File: config.mk
export PLATFORM = sky130hd
export DESIGN_NAME = ssc_controller
export DESIGN_NICKNAME = d
export VERILOG_FILES = /design/src/rtl/ssc_controller.sv
export SDC_FILE = /design/constraint.sdc
export NUM_CORES = 1
export LEC_CHECK = 0
export CAP_MARGIN = 25
export CORE_MARGIN = 1
export CORE_UTILIZATION = 46
export DETAILED_ROUTE_END_ITERATION = 16
export HOLD_SLACK_MARGIN = 0.02
export PLACE_DENSITY = 0.84
export SETUP_SLACK_MARGIN = 0.3
export SYNTH_ARGS = -nofsm -noshare
export SYNTH_HDL_FRONTEND = slang
export SYNTH_SLANG_ARGS = --single-unit
File: constraint.sdc
create_clock -name Clk -period 1.8 [get_ports Clk]
set_input_delay 0.18 -clock Clk [delete_from_list [all_inputs] [get_ports Clk]]
set_output_delay 0.18 -clock Clk [all_outputs]
set_load 0.005 [all_outputs]
File: src/rtl/ssc_controller.sv
// ssc_controller: FSM sequencer for the in-place selection-sort datapath.
// Owns the outer (Cnt1) and inner (Cnt2) indices and registers every datapath strobe.
module ssc_controller #(
  parameter int N    = 16,
  parameter int BASE = 0
) (
  input  logic       Clk,
  input  logic       Rst,
  input  logic       Start,
  output logic       Busy,
  output logic       Done,
  output logic       Mem_Write,
  output logic [7:0] Cnt1_Out,
  output logic [7:0] Cnt2_Out,
  output logic [1:0] Sel_AMux,
  output logic       Sel_DMux,
  output logic       Sel_Mux,
  output logic       Load_Min,
  output logic       Load_Temp
);

  if (N < 2 || N > 256) begin : g_bad_n
    $error("ssc_controller: N=%0d outside legal range 2..256", N);
  end
  if (BASE < 0 || BASE + N - 1 > 255) begin : g_bad_base
    $error("ssc_controller: BASE=%0d with N=%0d exceeds address 255", BASE, N);
  end

  localparam logic [7:0] FIRST   = 8'(BASE);
  localparam logic [7:0] LAST    = 8'(BASE + N - 1);
  localparam logic [7:0] LAST_M1 = 8'(BASE + N - 2);

  localparam logic [1:0] AMUX_CNT1 = 2'b00;
  localparam logic [1:0] AMUX_CNT2 = 2'b01;
  localparam logic [1:0] AMUX_MIN  = 2'b10;

  typedef enum logic [2:0] {
    S_IDLE,
    S_LOAD_I,
    S_SCAN,
    S_SWAP1,
    S_SWAP2,
    S_DONE
  } state_t;

  typedef struct packed {
    logic       busy;
    logic       done;
    logic       mem_write;
    logic [1:0] sel_amux;
    logic       sel_dmux;
    logic       sel_mux;
    logic       load_min;
    logic       load_temp;
  } ctl_t;

  state_t     r_state;
  ctl_t       r_ctl;
  logic [7:0] r_cnt1;
  logic [7:0] r_cnt2;

  // Moore decode; registered together with the state so outputs are glitch-free.
  function automatic ctl_t decode(input state_t s);
    ctl_t c;
    c = '0;
    case (s)
      S_LOAD_I: begin
        c.busy      = 1'b1;
        c.sel_amux  = AMUX_CNT1;
        c.sel_mux   = 1'b0;
        c.load_min  = 1'b1;
        c.load_temp = 1'b1;
      end
      S_SCAN: begin
        c.busy     = 1'b1;
        c.sel_amux = AMUX_CNT2;
        c.sel_mux  = 1'b1;
      end
      S_SWAP1: begin
        c.busy      = 1'b1;
        c.sel_amux  = AMUX_CNT1;
        c.sel_dmux  = 1'b0;
        c.mem_write = 1'b1;
      end
      S_SWAP2: begin
        c.busy      = 1'b1;
        c.sel_amux  = AMUX_MIN;
        c.sel_dmux  = 1'b1;
        c.mem_write = 1'b1;
      end
      S_DONE: begin
        c.busy = 1'b1;
        c.done = 1'b1;
      end
      default: c = '0;
    endcase
    return c;
  endfunction

  always_ff @(posedge Clk or posedge Rst) begin
    if (Rst) begin
      r_state <= S_IDLE;
      r_ctl   <= '0;
      r_cnt1  <= '0;
      r_cnt2  <= '0;
    end else begin
      case (r_state)
        S_IDLE: begin
          if (Start) begin
            r_cnt1  <= FIRST;
            r_state <= S_LOAD_I;
            r_ctl   <= decode(S_LOAD_I);
          end
        end
        S_LOAD_I: begin
          r_cnt2  <= r_cnt1 + 8'd1;
          r_state <= S_SCAN;
          r_ctl   <= decode(S_SCAN);
        end
        S_SCAN: begin
          if (r_cnt2 == LAST) begin
            r_state <= S_SWAP1;
            r_ctl   <= decode(S_SWAP1);
          end else begin
            r_cnt2 <= r_cnt2 + 8'd1;
          end
        end
        S_SWAP1: begin
          r_state <= S_SWAP2;
          r_ctl   <= decode(S_SWAP2);
        end
        // The swap is unconditional, so a self-swap simply rewrites mem[i] twice.
        S_SWAP2: begin
          if (r_cnt1 == LAST_M1) begin
            r_state <= S_DONE;
            r_ctl   <= decode(S_DONE);
          end else begin
            r_cnt1  <= r_cnt1 + 8'd1;
            r_state <= S_LOAD_I;
            r_ctl   <= decode(S_LOAD_I);
          end
        end
        S_DONE: begin
          r_state <= S_IDLE;
          r_ctl   <= decode(S_IDLE);
        end
        default: begin
          r_state <= S_IDLE;
          r_ctl   <= '0;
        end
      endcase
    end
  end

  assign Busy      = r_ctl.busy;
  assign Done      = r_ctl.done;
  assign Mem_Write = r_ctl.mem_write;
  assign Sel_AMux  = r_ctl.sel_amux;
  assign Sel_DMux  = r_ctl.sel_dmux;
  assign Sel_Mux   = r_ctl.sel_mux;
  assign Load_Min  = r_ctl.load_min;
  assign Load_Temp = r_ctl.load_temp;
  assign Cnt1_Out  = r_cnt1;
  assign Cnt2_Out  = r_cnt2;

endmodule

Yosys cells after proc, flatten, opt, wreduce, memory -nomap -nowiden
Index checks and enable logic that the tools add are counted.
{ "word_totals": {"register_bits": 28, "in_bits": 3, "output_inout_bits": 25, "word_cells": 42} }
{ "op_classes": {"addsub": 2, "n_eq_ne": 10, "n_mux": 13, "reduce_logical": 6} }
{ "op_table": {"columns": ["op", "n"], "rows": [
  ["$pmux W9 S5", 1],
  ["$mux W8", 4],
  ["$pmux W8 S2", 2],
  ["$mux W9", 2],
  ["$add A8 B1 Y8 const B", 2],
  ["$eq A8 B4 Y1 const B", 2],
  ["$pmux W3 S5", 1],
  ["$mux W3", 3],
  ["$ne A2 B2 Y1 const B", 4],
  ["$eq A3 B2 Y1 const B", 2],
  ["$reduce_and A2 Y1", 2],
  ["$reduce_bool A2 Y1", 2],
  ["$eq A3 B1 Y1 const B", 1],
  ["$eq A3 B3 Y1 const B", 1],
  ["$logic_not A3 Y1", 1],
  ["$reduce_and A3 Y1", 1]
]} }

Longest topological paths before layout
Gate-level depths: netlist (run 1).
{ "depth": {"word_depth": 3, "depth_mapped": 6, "mapped_depth_nobuf": 6} }

Least setup slack after synthesis (run 1)
Ideal clock, no wire load.
{ "synth_path": {"kind": "register to register", "from": "register r_cnt2[0], in the netlist Cnt2_Out[0]", "to": "register r_ctl (netlist bit Mem_Write)", "setup_ns": 0.125, "arrival_time_ns": 1.709, "t_required_ns": 1.675, "setup_slack_ns": -0.034, "stages_incl_launch_ff": 6, "n_path_buf": 0, "period_less_slack_ns": 1.834, "cell_sequence": "dfrtp_1 ha_1 nand4b_4 nor4_4 a2111oi_4 mux2_4"} }
{ "synth_between": {"elab_chain_cells": 3} }
{ "synth_rtl": {"columns": ["item", "line", "rtl"], "rows": [
  ["start, declared", "60", "logic [7:0] r_cnt2;"],
  ["start signal, assigned", "116", "r_cnt2 <= r_cnt1 + 8'd1;"],
  ["start signal, assigned", "125", "r_cnt2 <= r_cnt2 + 8'd1;"],
  ["$eq A8 B4 Y1", "121", "if (r_cnt2 == LAST) begin"],
  ["$ne A2 B2 Y1 (no source line)", null, null],
  ["$reduce_and A2 Y1 (no source line)", null, null],
  ["end signal, assigned", "118", "r_ctl <= decode(S_SCAN);"],
  ["end signal, assigned", "123", "r_ctl <= decode(S_SWAP1);"],
  ["end signal, assigned", "130", "r_ctl <= decode(S_SWAP2);"],
  ["end, declared", "58", "ctl_t r_ctl;"]
]} }
Every way passes these cells.
A chain may end at the register's enable or synchronous reset.

Worst setup path in the final report (run 1)
{ "layout_path": {"from": "register r_cnt2[7], in the netlist Cnt2_Out[7]", "to": "register r_cnt2[1], in the netlist Cnt2_Out[1]"} }
{ "layout_between": {"elab_chain_cells": 3} }
{ "layout_rtl": {"columns": ["item", "line"], "rows": [
  ["$eq A8 B4 Y1", "121"],
  ["$ne A2 B2 Y1 (no source line)", null],
  ["$reduce_and A2 Y1 (no source line)", null]
]} }
Every way passes these cells.

==> summary.md, run 1 <==
| Metric | Value |
|---|---|
| Port Buf Inserts | `27` |
| Routability Congestion | `between 0.8 and 0.9` |
| Most used DFF post-synth | `dfrtp_1` |
| Switching share of power | `0.404` |
| WS Path Type | `reg -> reg` |
| Sw Pwr | `between 1 and 1.5 mW` |
| Endpoints failing hold | `0` |
| Register area | `around 640 sq um` |
| Vias post-DR | `approximately 1.5k` |
| Clk slew on worst S/H paths | `around 160 ps` |
| Skew-Pair Late Insertion Delay | `340 ps` |
| Worst slack, placed | `~72 ps` |
| Final period util | `0.908` |
| Max FO, Critical Path | `3` |
| Combinational share of power | `0.663` |
| XOR/XNOR Fraction of Synth Area | `0.0299` |
| # DRC | `0` |
| Sequential group share of total power | `0.263` |
| Slew Viols, Final | `0` |
| Grt total ovfl | `0` |
| N_diodes | `0` |
| Worst Skew | `17.1 ps` |
| Total leakage power | `~1.1 nW` |
| Site row count | `20` |
| Unique masters post-synth | `between 40 and 50` |
| Critical path data arrival time | `between 1500 and 2000 ps` |
| Main combinational cell family by area after synthesis | `compound AO/OA/AOI/OAI gates` |
| Startpoint types | `flip-flop` |
| EDFF count, synth | `0` |
| Die Footprint | `between 3000 and 4000 sq um` |
| I/O pin total | `28` |
| Setup-failing EPs final | `0` |
| Vias per cell | `5.99` |
| Worst Tran Pin Value | `~400 ps` |
| Pint | `between 2 and 2.5 mW` |
| Simple-Gate Fraction of Synth Area | `0.195` |
| Post-route worst setup slack | `166 ps` |
| Final WL | `4360 um` |
| Drt initial violations | `101` |
| VDD IR max | `a little under 1000 uV` |
| RSZ-0062 raised after global routing | `yes` |
| CTS tree | `built` |
| H-tree Lvls | `1` |
| Slew headroom | `0.731` |
| CTS Hold Bufs | `0` |
| Multi-input logic area | `approximately 910 sq um` |
| Largest net degree at the start of global routing | `26` |
| Layout area overhead | `54.1%` |
| Gr usage total | `0.262` |
| CP Data Required Time | `slightly above 2000 ps` |
| Initial Util | `0.483` |
| Vias in the first global route | `between 1k and 1.5k` |
| Mapped Cells | `140` |
| TritonCTS Sinks | `25` |
| First-pass DRT Iterations | `4` |
| Post-synthesis sequential area ratio | `0.428` |
| Adder-cell share of the synthesized area | `0.0257` |
| Core box area | `roughly 3000 sq um` |
| ANT nets after route | `0` |
| Crit. End Element | `flip-flop` |
| Ys async rst share | `1.00` |
| Floorplan die width | `approximately 60 um` |
| Layout cells sized above 1 | `0.435` |
| Mapped Area | `about 1500 sq um` |
| Post-Synthesis Net Count | `approximately 150` |
| Worst min path class | `in -> async` |
| Die height | `58.4 um` |
| Worst hold slack | `approximately 180 ps` |
| Run status | `finished clean` |
| Compound-Gate Fraction of Synth Area | `0.239` |
| Multiplexer area fraction after synthesis | `0.0325` |
| Fillers | `184` |
| Clock buffer count from CTS | `3` |
| Global-route wire length before repair | `~6700 um` |
| CTS root buf | `clkbuf_4` |
| Max-cap violations | `0` |
| Setup TNS | `0 ps` |
| Fin crit period | `1630 ps` |
| Hpwl dp | `roughly 2600 um` |
| Fmax | `612 MHz` |
| Power per cell area | `1610 nW/um^2` |
| Initial antenna violation count | `0` |
| Clock power share | `0.075` |
| Post-layout nets | `between 200 and 250` |
| Maximum clock path buffer count | `2` |
| Mapped Avg Cell Area | `approximately 10 sq um` |
| Routed len/inst | `around 18 um` |
| Register bit total from synthesis | `25` |
| Ys Warns | `0` |
-- layout by cell type (no fill, tap or decap), types with 2 or more instances in the layout --
| cell | Yosys | routed |
|---|---|---|
| a21boi_2 | 0 | 2 |
| a21o_1 | 4 | 4 |
| a21oi_1 | 6 | 4 |
| a22o_1 | 2 | 2 |
| a31oi_1 | 4 | 4 |
| a32o_1 | 2 | 2 |
| buf_4 | 3 | 27 |
| buf_6 | 0 | 10 |
| clkbuf_4 | 0 | 3 |
| clkdlybuf4s50_1 | 0 | 13 |
| dfrtp_1 | 25 | 14 |
| dfrtp_2 | 0 | 11 |
| dlygate4sd2_1 | 0 | 6 |
| dlymetal6s2s_1 | 0 | 7 |
| ha_4 | 0 | 2 |
| inv_1 | 7 | 5 |
| inv_2 | 0 | 2 |
| mux2_4 | 1 | 2 |
| nand2_1 | 5 | 4 |
| nand3_1 | 5 | 4 |
| nand4_1 | 2 | 2 |
| nor2_1 | 8 | 7 |
| nor2b_1 | 3 | 3 |
| nor3_1 | 4 | 4 |
| nor3b_1 | 2 | 2 |
| o21ai_0 | 5 | 3 |
| o21ai_4 | 0 | 2 |
| o22a_1 | 3 | 3 |
| o2bb2ai_1 | 2 | 2 |
| o31ai_1 | 3 | 3 |
| or3_4 | 0 | 2 |
| xor2_1 | 4 | 4 |
-- synthesized netlist by cell type, types with 2 or more instances --
cell | instances | area share
dfrtp_1 | 25 | 0.43
nor2_1 | 8 | 0.021
inv_1 | 7 | 0.018
a21oi_1 | 6 | 0.021
buf_2 | 5 | 0.017
nand2_1 | 5 | 0.013
nand3_1 | 5 | 0.017
o21ai_0 | 5 | 0.017
a21o_1 | 4 | 0.021
a31oi_1 | 4 | 0.017
nor3_1 | 4 | 0.014
xor2_1 | 4 | 0.024
buf_4 | 3 | 0.015
ha_1 | 3 | 0.026
nor2b_1 | 3 | 0.013
o22a_1 | 3 | 0.018
o31ai_1 | 3 | 0.015
or3_1 | 3 | 0.013
a21boi_0 | 2 | 0.010
a22o_1 | 2 | 0.012
a22oi_1 | 2 | 0.010
a32o_1 | 2 | 0.014
and4bb_2 | 2 | 0.017
mux2_2 | 2 | 0.015
nand4_1 | 2 | 0.0086
nor3b_1 | 2 | 0.010
o2bb2ai_1 | 2 | 0.012
-- what timing repair did --
action,4_1_cts,5_1_grt
cloned,0,0
pin swaps,15,14
setup endpoints to repair,35,32
buffers inserted,19,7
resized for setup,40,25
-- critical path, cell delays in order, from the launching register on --
cell and delay, ps:
dfrtp_2 440, or4_4 600, o21ai_4 170, mux2_4 310
-- power groups by stage --
stage | logic, mW | registers (mW) | clock network [mW]
after floorplan | 1.03 | 0.977 | 0
after global placement | 1.73 | 0.953 | 0
after detailed placement | 1.76 | 0.967 | 0
after CTS | 2.19 | 0.929 | 0.270
after global routing | 2.58 | 0.975 | 0.285
final | 2.41 | 0.953 | 0.272
-- worst paths after layout --
path / from / end / slack (ps) / cells after the start
setup / recovery: Cnt2_Out[7]$_DFFE_PP0P_ / Cnt2_Out[1]$_DFFE_PP0P_ / 170 / 3
hold / removal: Rst / Sel_DMux$_DFFE_PP0P_ / 180 / 3
setup reg to reg: Cnt2_Out[7]$_DFFE_PP0P_ / Cnt2_Out[1]$_DFFE_PP0P_ / 170 / 3
hold reg to reg: Sel_AMux[0]$_DFFE_PP0P_ / Sel_AMux[0]$_DFFE_PP0P_ / 530 / 1
max in group asynchronous: Rst / Cnt1_Out[6]$_DFFE_PP0P_ / 1330 / 3
min in group Clk: Sel_AMux[0]$_DFFE_PP0P_ / Sel_AMux[0]$_DFFE_PP0P_ / 530 / 1
-- routing by layer --
layer	track usage	vias up	wire length (um)
li1	-	651	-
met1	0.332	734	1810
met2	0.438	61	2260
met3	0.0396	15	193
met4	0.133	0	100
met5	0	-	0
-- flip-flops by register name, summed over array words and instances, names as in the netlist --
register,cells
Sel_AMux,1
Mem_Write,1
Load_Min,1
Busy,1
Cnt2_Out,8
Cnt1_Out,8
Sel_DMux,1
Done,1
r_state,3
-- kinds of logic after synthesis --
| group | after synthesis |
|---|---|
| AO/OA/AOI/OAI | 45 |
| XOR/XNOR | 5 |
| adder cells (fa/ha/maj) | 3 |
| buffers and inverters | 15 |
| flip-flops | 25 |
| multiplexers | 4 |
| AND/OR/NAND/NOR | 43 |
-- cell type report --
cell class,instances,area share
repair buffers,64,0.262
clock inverters,1,0.00333
multi-input cells,100,0.405
well taps,44,0.0244
flip-flops and latches,25,0.284
inverters,7,0.0117
clock buffers,3,0.00999
-- per-stage QoR --
step	cell area (sq um)	instances	utilization	power (mW)
after floorplan	1490	140	-	2.01
after global placement	1850	214	0.612	2.68
after detailed placement	1850	214	0.612	2.73
after CTS	2120	237	0.701	3.39
after global routing	2250	244	0.744	3.84
final	2250	244	0.744	3.63
Note: power is estimated with default switching activity, not from simulation.
==> inputs of run 2 (changes only) <==
--- a/config.mk
+++ b/config.mk
@@ -6,11 +6,13 @@
 export NUM_CORES = 1
 export LEC_CHECK = 0
 export CAP_MARGIN = 25
+export CELL_PAD_IN_SITES_DETAIL_PLACEMENT = 1
+export CELL_PAD_IN_SITES_GLOBAL_PLACEMENT = 2
 export CORE_MARGIN = 1
-export CORE_UTILIZATION = 46
+export CORE_UTILIZATION = 29
 export DETAILED_ROUTE_END_ITERATION = 16
 export HOLD_SLACK_MARGIN = 0.02
-export PLACE_DENSITY = 0.84
+export PLACE_DENSITY = 0.83
 export SETUP_SLACK_MARGIN = 0.3
 export SYNTH_ARGS = -nofsm -noshare
 export SYNTH_HDL_FRONTEND = slang
==> summary.md, run 2 (synthesized netlist as in run 1, its figures left out) <==
| Metric | Value |
|---|---|
| Run status | `finished clean (unchanged)` |
| Hpwl dp | `3260 um (was 2580 um)` |
| N_diodes | `0 (unchanged)` |
| Fin crit period | `1630 ps (about the same)` |
| TritonCTS Sinks | `25 (unchanged)` |
| Clk slew on worst S/H paths | `100 ps (was 160 ps)` |
| Slew Viols, Final | `0 (unchanged)` |
| Drt initial violations | `33 (was 101)` |
| Final period util | `0.906 (was 0.908)` |
| VDD IR max | `855 uV (was 995 uV)` |
| Max FO, Critical Path | `4 (was 3)` |
| Total leakage power | `1.06 nW (was 1.09 nW)` |
| Port Buf Inserts | `27 (unchanged)` |
| CP Data Required Time | `1970 ps (was 2030 ps)` |
| Die Footprint | `5330 sq um (was 3410 sq um)` |
| Worst Skew | `5.31 ps (was 17.1 ps)` |
| RSZ-0062 raised after global routing | `yes (unchanged)` |
| CTS tree | `built (unchanged)` |
| Crit path max-delay family | `flip-flops (was simple AND/OR/NAND/NOR gates)` |
| ANT nets after route | `0 (unchanged)` |
| H-tree Lvls | `1 (unchanged)` |
| Layout area overhead | `63.1% (was 54.1%)` |
| Power per cell area | `1690 nW/um^2 (was 1610 nW/um^2)` |
| Crit. End Element | `flip-flop (unchanged)` |
| Commonest non-fill, non-tap cells in the layout | `buf_4 (26), clkdlybuf4s50_1 (20), dfrtp_1 (17) (was buf_4 (27), dfrtp_1 (14), clkdlybuf4s50_1 (13))` |
| Endpoints failing hold | `0 (unchanged)` |
| Layout cells sized above 1 | `0.475 (was 0.435)` |
| Sw Pwr | `1.64 mW (was 1.47 mW)` |
| Vias post-DR | `1378 (was 1461)` |
| DP Cell Count | `245 (was 214)` |
| CP peak stage delay | `430 ps (was 600 ps)` |
| Critical path data arrival time | `1800 ps (was 1860 ps)` |
| Pint | `2.40 mW (was 2.17 mW)` |
| Setup TNS | `0 ps (unchanged)` |
| Startpoint types | `flip-flop (unchanged)` |
| Commonest non-fill, non-tap cell in the layout | `buf_4 (unchanged)` |
| CTS root buf | `clkbuf_8 (was clkbuf_4)` |
| Initial Util | `0.306 (was 0.483)` |
| # DRC | `0 (unchanged)` |
| Post-route worst setup slack | `170 ps (was 166 ps)` |
| Largest net degree at the start of global routing | `26 (unchanged)` |
| WP buf/inv | `0 (unchanged)` |
| I/O pin total | `28 (unchanged)` |
| Die height | `73.0 um (was 58.4 um)` |
| Layout Cells excl Fill | `269 (was 244)` |
| Sequential group share of total power | `0.233 (was 0.263)` |
| Fmax | `613 MHz (was 612 MHz)` |
| Gr usage total | `0.200 (was 0.262)` |
| Switching share of power | `0.406 (was 0.404)` |
| Maximum clock path buffer count | `2 (unchanged)` |
| Grt total ovfl | `0 (unchanged)` |
| Worst Setup SP | `Cnt2_Out[0]$_DFFE_PP0P_ (was Cnt2_Out[7]$_DFFE_PP0P_)` |
| Vias in the first global route | `1468 (was 1455)` |
| Initial antenna violation count | `0 (unchanged)` |
| Crit-path slowest cell | `dfrtp_2 (was or4_4)` |
| Fillers | `515 (was 184)` |
| First-pass DRT Iterations | `4 (unchanged)` |
| Core box area | `4790 sq um (was 3030 sq um)` |
| Clock power share | `0.087 (was 0.075)` |
| Routability Congestion | `0.871 (was 0.888)` |
| Setup-failing EPs final | `0 (unchanged)` |
| Max-cap violations | `0 (unchanged)` |
| Worst min path class | `in -> async (unchanged)` |
| Floorplan die width | `73.0 um (was 58.4 um)` |
| Post-layout nets | `209 (was 207)` |
| Global-route wire length before repair | `8040 um (was 6730 um)` |
| Worst Tran Pin Value | `397 ps (was 403 ps)` |
| Worst hold slack | `251 ps (was 178 ps)` |
| Slew headroom | `0.735 (was 0.731)` |
| WS Path Type | `reg -> reg (unchanged)` |
| R2R Path Start | `Cnt2_Out[0]$_DFFE_PP0P_ (was Cnt2_Out[7]$_DFFE_PP0P_)` |
| Clock buffer count from CTS | `3 (unchanged)` |
| Final WL | `5010 um (was 4360 um)` |
| CTS Hold Bufs | `0 (unchanged)` |
| Combinational share of power | `0.680 (was 0.663)` |
| Routed len/inst | `18.6 um (was 17.9 um)` |
| Site row count | `25 (was 20)` |
| Worst slack, placed | `69.7 ps (was 72.4 ps)` |
| Skew-Pair Late Insertion Delay | `280 ps (was 340 ps)` |
| Cell Chain, Critical Path | `ha_4 -> nand4b_4 -> nor4_4 -> a2111oi_4 -> mux2_4 (was or4_4 -> o21ai_4 -> mux2_4)` |
| Vias per cell | `5.12 (was 5.99)` |
| Flop-to-flop setup slack | `170 ps (about the same)` |
==> run 2: timing repair <==
action	4_1_cts	5_1_grt
setup buffers	14	5
cloned	1	0
gates resized for setup	40	29
endpoints found under the setup margin	28	31
pin swaps	16	15
==> run 2: cell type report <==
type                            count  area, sq um  share of cell area
Timing Repair Buffer               66          619               0.260
Clock inverter                      1         5.00             0.00210
Multi-Input combinational cell    100          975               0.408
Inverter                            7         26.3              0.0110
Sequential cell                    25          636               0.266
Tap cell                           67         83.8              0.0351
Clock buffer                        3         41.3              0.0173
==> run 2: worst paths after layout <==
path,endpoint,depth (start not counted)
worst max register to register,Mem_Write$_DFFE_PP0P_,5
min in group Clk,Sel_AMux[0]$_DFFE_PP0P_,1
worst max-delay path,Mem_Write$_DFFE_PP0P_,5
worst min register to register,Sel_AMux[0]$_DFFE_PP0P_,1
worst min-delay path,Cnt1_Out[7]$_DFFE_PP0P_,3
max in group asynchronous,Cnt2_Out[7]$_DFFE_PP0P_,3
==> run 2: power groups by stage <==
stage / sequential [mW] / clock [mW] / combinational [mW]
finish: 0.942 / 0.350 / 2.75
detailed placement: 0.953 / 0 / 1.97
CTS: 0.931 / 0.361 / 2.55
global placement: 0.949 / 0 / 1.90
floorplan: 0.977 / 0 / 1.03
global route: 0.970 / 0.383 / 2.94
==> run 2: layer usage <==
metal	up-vias	share of wire	track usage
li1	647	-	-
met1	701	0.43	0.252
met2	24	0.53	0.351
met3	6	0.026	0.0262
met4	0	0.012	0.0654
met5	-	0	0
==> run 2: worst min-delay path, cell delays in order <==
cell,delay (ps)
clkdlybuf4s50_1,390
inv_1,50
buf_4,310
==> run 2: through the flow <==
| stage | cell area, sq um | power, mW | util |
|---|---|---|---|
| after floorplan | 1490 | 2.01 | - |
| after detailed placement | 1940 | 2.92 | 0.406 |
| after global placement | 1940 | 2.84 | 0.406 |
| after CTS | 2240 | 3.84 | 0.469 |
| after global routing | 2390 | 4.29 | 0.499 |
| final | 2390 | 4.04 | 0.499 |
==> inputs of run 3 (changes only) <==
--- a/config.mk
+++ b/config.mk
@@ -8,7 +8,6 @@
 export CAP_MARGIN = 25
 export CELL_PAD_IN_SITES_DETAIL_PLACEMENT = 1
 export CELL_PAD_IN_SITES_GLOBAL_PLACEMENT = 2
-export CORE_MARGIN = 1
 export CORE_UTILIZATION = 29
 export DETAILED_ROUTE_END_ITERATION = 16
 export HOLD_SLACK_MARGIN = 0.02
==> constraint.sdc (replaced) <==
create_clock -name Clk -period 1.8 [get_ports Clk]
set_input_delay 0.45 -clock Clk [delete_from_list [all_inputs] [get_ports Clk]]
set_output_delay 0.45 -clock Clk [all_outputs]
set_load 0.005 [all_outputs]
==> summary.md, run 3 (synthesized netlist as in run 1, its figures left out) <==
| Metric | Value |
|---|---|
| RSZ-0062 raised after global routing | `yes (unchanged)` |
| Slew Viols, Final | `0 (unchanged)` |
| Worst min path class | `in -> async (unchanged)` |
| CTS Hold Bufs | `0 (unchanged)` |
| Gr usage total | `0.188 (was 0.200)` |
| Initial Util | `0.306 (unchanged)` |
| Core Util, Final | `0.504 (was 0.499)` |
| Clk slew on worst S/H paths | `90 ps (was 100 ps)` |
| Port Buf Inserts | `27 (unchanged)` |
| Routability Congestion | `0.856 (was 0.871)` |
| Worst Tran Pin Value | `384 ps (was 397 ps)` |
| Fmax | `602 MHz (was 613 MHz)` |
| Routed len/inst | `16.7 um (was 18.6 um)` |
| VDD IR max | `660 uV (was 855 uV)` |
| Vias in the first global route | `1492 (was 1468)` |
| Max FO, Critical Path | `3 (was 4)` |
| CTS tree | `built (unchanged)` |
| Setup-failing EPs final | `0 (unchanged)` |
| Worst Reg2Reg Path Length in Cells | `3 (was 5)` |
| I/O pin total | `28 (unchanged)` |
| Final period util | `0.922 (was 0.906)` |
| Vias post-DR | `1428 (was 1378)` |
| Fillers | `544 (was 515)` |
| Final WL | `4750 um (was 5010 um)` |
| Run status | `finished clean (unchanged)` |
| Layout cells sized above 1 | `0.507 (was 0.475)` |
| Power per cell area | `1590 nW/um^2 (was 1690 nW/um^2)` |
| N_diodes | `0 (unchanged)` |
| Finished Cell Area | `2410 sq um (was 2390 sq um)` |
| Layout area overhead | `64.8% (was 63.1%)` |
| Post-layout nets | `224 (was 209)` |
| CTS root buf | `clkbuf_8 (unchanged)` |
| Maximum clock path buffer count | `2 (unchanged)` |
| Drt initial violations | `49 (was 33)` |
| CP peak stage delay | `590 ps (was 430 ps)` |
| Largest net degree at the start of global routing | `26 (unchanged)` |
| Crit. End Element | `flip-flop (unchanged)` |
| Initial antenna violation count | `0 (unchanged)` |
| Combinational share of power | `0.671 (was 0.680)` |
| ANT nets after route | `0 (unchanged)` |
| # DRC | `0 (unchanged)` |
| Commonest non-fill, non-tap cells in the layout | `buf_4 (46), dlygate4sd2_1 (17), dfrtp_1 (14) (was buf_4 (26), clkdlybuf4s50_1 (20), dfrtp_1 (17))` |
| Post-Place Cell Area | `1920 sq um (was 1940 sq um)` |
| TritonCTS Sinks | `25 (unchanged)` |
| Endpoints failing hold | `0 (unchanged)` |
| Worst slack, placed | `-88.2 ps (was 69.7 ps)` |
| First-pass DRT Iterations | `4 (unchanged)` |
| Global-route wire length before repair | `7580 um (was 8040 um)` |
| H-tree Lvls | `1 (unchanged)` |
| Skew-Pair Late Insertion Delay | `270 ps (was 280 ps)` |
| Fin crit period | `1660 ps (was 1630 ps)` |
| Worst Skew | `4.25 ps (was 5.31 ps)` |
| Post-route worst setup slack | `140 ps (was 170 ps)` |
| Clock power share | `0.091 (was 0.087)` |
| Slew headroom | `0.743 (was 0.735)` |
| Switching share of power | `0.405 (was 0.406)` |
| Flop-to-flop setup slack | `140 ps (was 170 ps)` |
| Startpoint types | `flip-flop (unchanged)` |
| Site row count | `25 (unchanged)` |
| Core box area | `4790 sq um (unchanged)` |
| Commonest non-fill, non-tap cell in the layout | `buf_4 (unchanged)` |
| Die Footprint | `5330 sq um (unchanged)` |
| R2R Path Start | `Cnt2_Out[5]$_DFFE_PP0P_ (was Cnt2_Out[0]$_DFFE_PP0P_)` |
| Hpwl dp | `3100 um (was 3260 um)` |
| CP Data Required Time | `1970 ps (about the same)` |
| Vias per cell | `5.03 (was 5.12)` |
| Sequential group share of total power | `0.238 (was 0.233)` |
| Clock buffer count from CTS | `3 (unchanged)` |
| Design Power | `3.84 mW (was 4.04 mW)` |
| Die height | `73.0 um (unchanged)` |
| WS Path Type | `reg -> reg (unchanged)` |
| Sw Pwr | `1.55 mW (was 1.64 mW)` |
| Max-cap violations | `0 (unchanged)` |
| Critical path data arrival time | `1830 ps (was 1800 ps)` |
| Total leakage power | `1.14 nW (was 1.06 nW)` |
| Pint | `2.29 mW (was 2.40 mW)` |
| Floorplan die width | `73.0 um (unchanged)` |
| Cell Chain, Critical Path | `or4_4 -> o21ai_4 -> mux2_4 (was ha_4 -> nand4b_4 -> nor4_4 -> a2111oi_4 -> mux2_4)` |
| Worst R2R End | `Cnt2_Out[1]$_DFFE_PP0P_ (was Mem_Write$_DFFE_PP0P_)` |
| Grt total ovfl | `0 (unchanged)` |
| Crit-path slowest cell | `or4_4 (was dfrtp_2)` |
==> run 3: changes by cell type in the layout (fill, tap and decap cells not counted), sizes merged <==
cell	before	now
buf	39	54
dlygate4sd2	1	17
dlymetal6s2s	6	2
clkbuf	3	7
clkinv	1	0
clkdlybuf4s50	20	2
clkdlybuf4s15	0	3
==> run 3: critical path: cells and delay by family (launching register included) <==
kind / cells / cell delay (ps)
compound gates: 1 / 210
simple gates: 1 / 590
mux: 1 / 310
flops: 1 / 440
==> run 3: what timing repair did <==
item / CTS / global route
endpoints found under the hold margin: 0 / 0
buffers inserted: 30 / 8
endpoints found under the setup margin: 48 / 30
resized for setup: 63 / 26
pin swaps: 12 / 9
==> run 3: worst max path at each step <==
stage,start,end,slack (ps),cells after the start
after floorplan,Cnt2_Out[0]$_DFFE_PP0P_,Mem_Write$_DFFE_PP0P_,120,5
after CTS,Cnt2_Out[0]$_DFFE_PP0P_,Done$_DFFE_PP0P_,140,7
after detailed placement,Start,Mem_Write$_DFFE_PP0P_,-90,4
final,Cnt2_Out[5]$_DFFE_PP0P_,Cnt2_Out[1]$_DFFE_PP0P_,140,3
after global placement,Start,Mem_Write$_DFFE_PP0P_,-30,4
after global routing,Cnt2_Out[1]$_DFFE_PP0P_,Done$_DFFE_PP0P_,80,7
==> run 3: per-stage QoR <==
step           TNS, ps  instances  hold slack [ps]
3_5_place_dp      -268        242              501
2_1_floorplan        0        140              477
5_1_grt              0        284              565
3_3_place_gp     -34.6        242              484
4_1_cts              0        276              540
6_report             0        284              523
==> run 3: final cells by class <==
cell class	instances	area [sq um]	area share
timing repair buffer	81	674	0.280
clock buffer	4	45.0	0.0187
tap	67	83.8	0.0348
sequential	25	639	0.265
multi-input combinational	100	941	0.390
inverter	7	26.3	0.0109
==> run 3: per-layer routing <==
layer	GRT usage	wire length, um	up-vias
met5	0	0	-
met4	0.0654	64	0
met3	0.0180	105	6
met2	0.324	2390	24
met1	0.243	2200	715
li1	-	-	683
==> run 3: power groups by stage <==
stage	clock [mW]	combinational, mW	sequential [mW]
6_report	0.349	2.58	0.912
5_1_grt	0.370	2.77	0.934
4_1_cts	0.356	2.34	0.903
3_5_place_dp	0	1.85	0.984
3_3_place_gp	0	1.80	0.975
2_1_floorplan	0	1.03	0.977
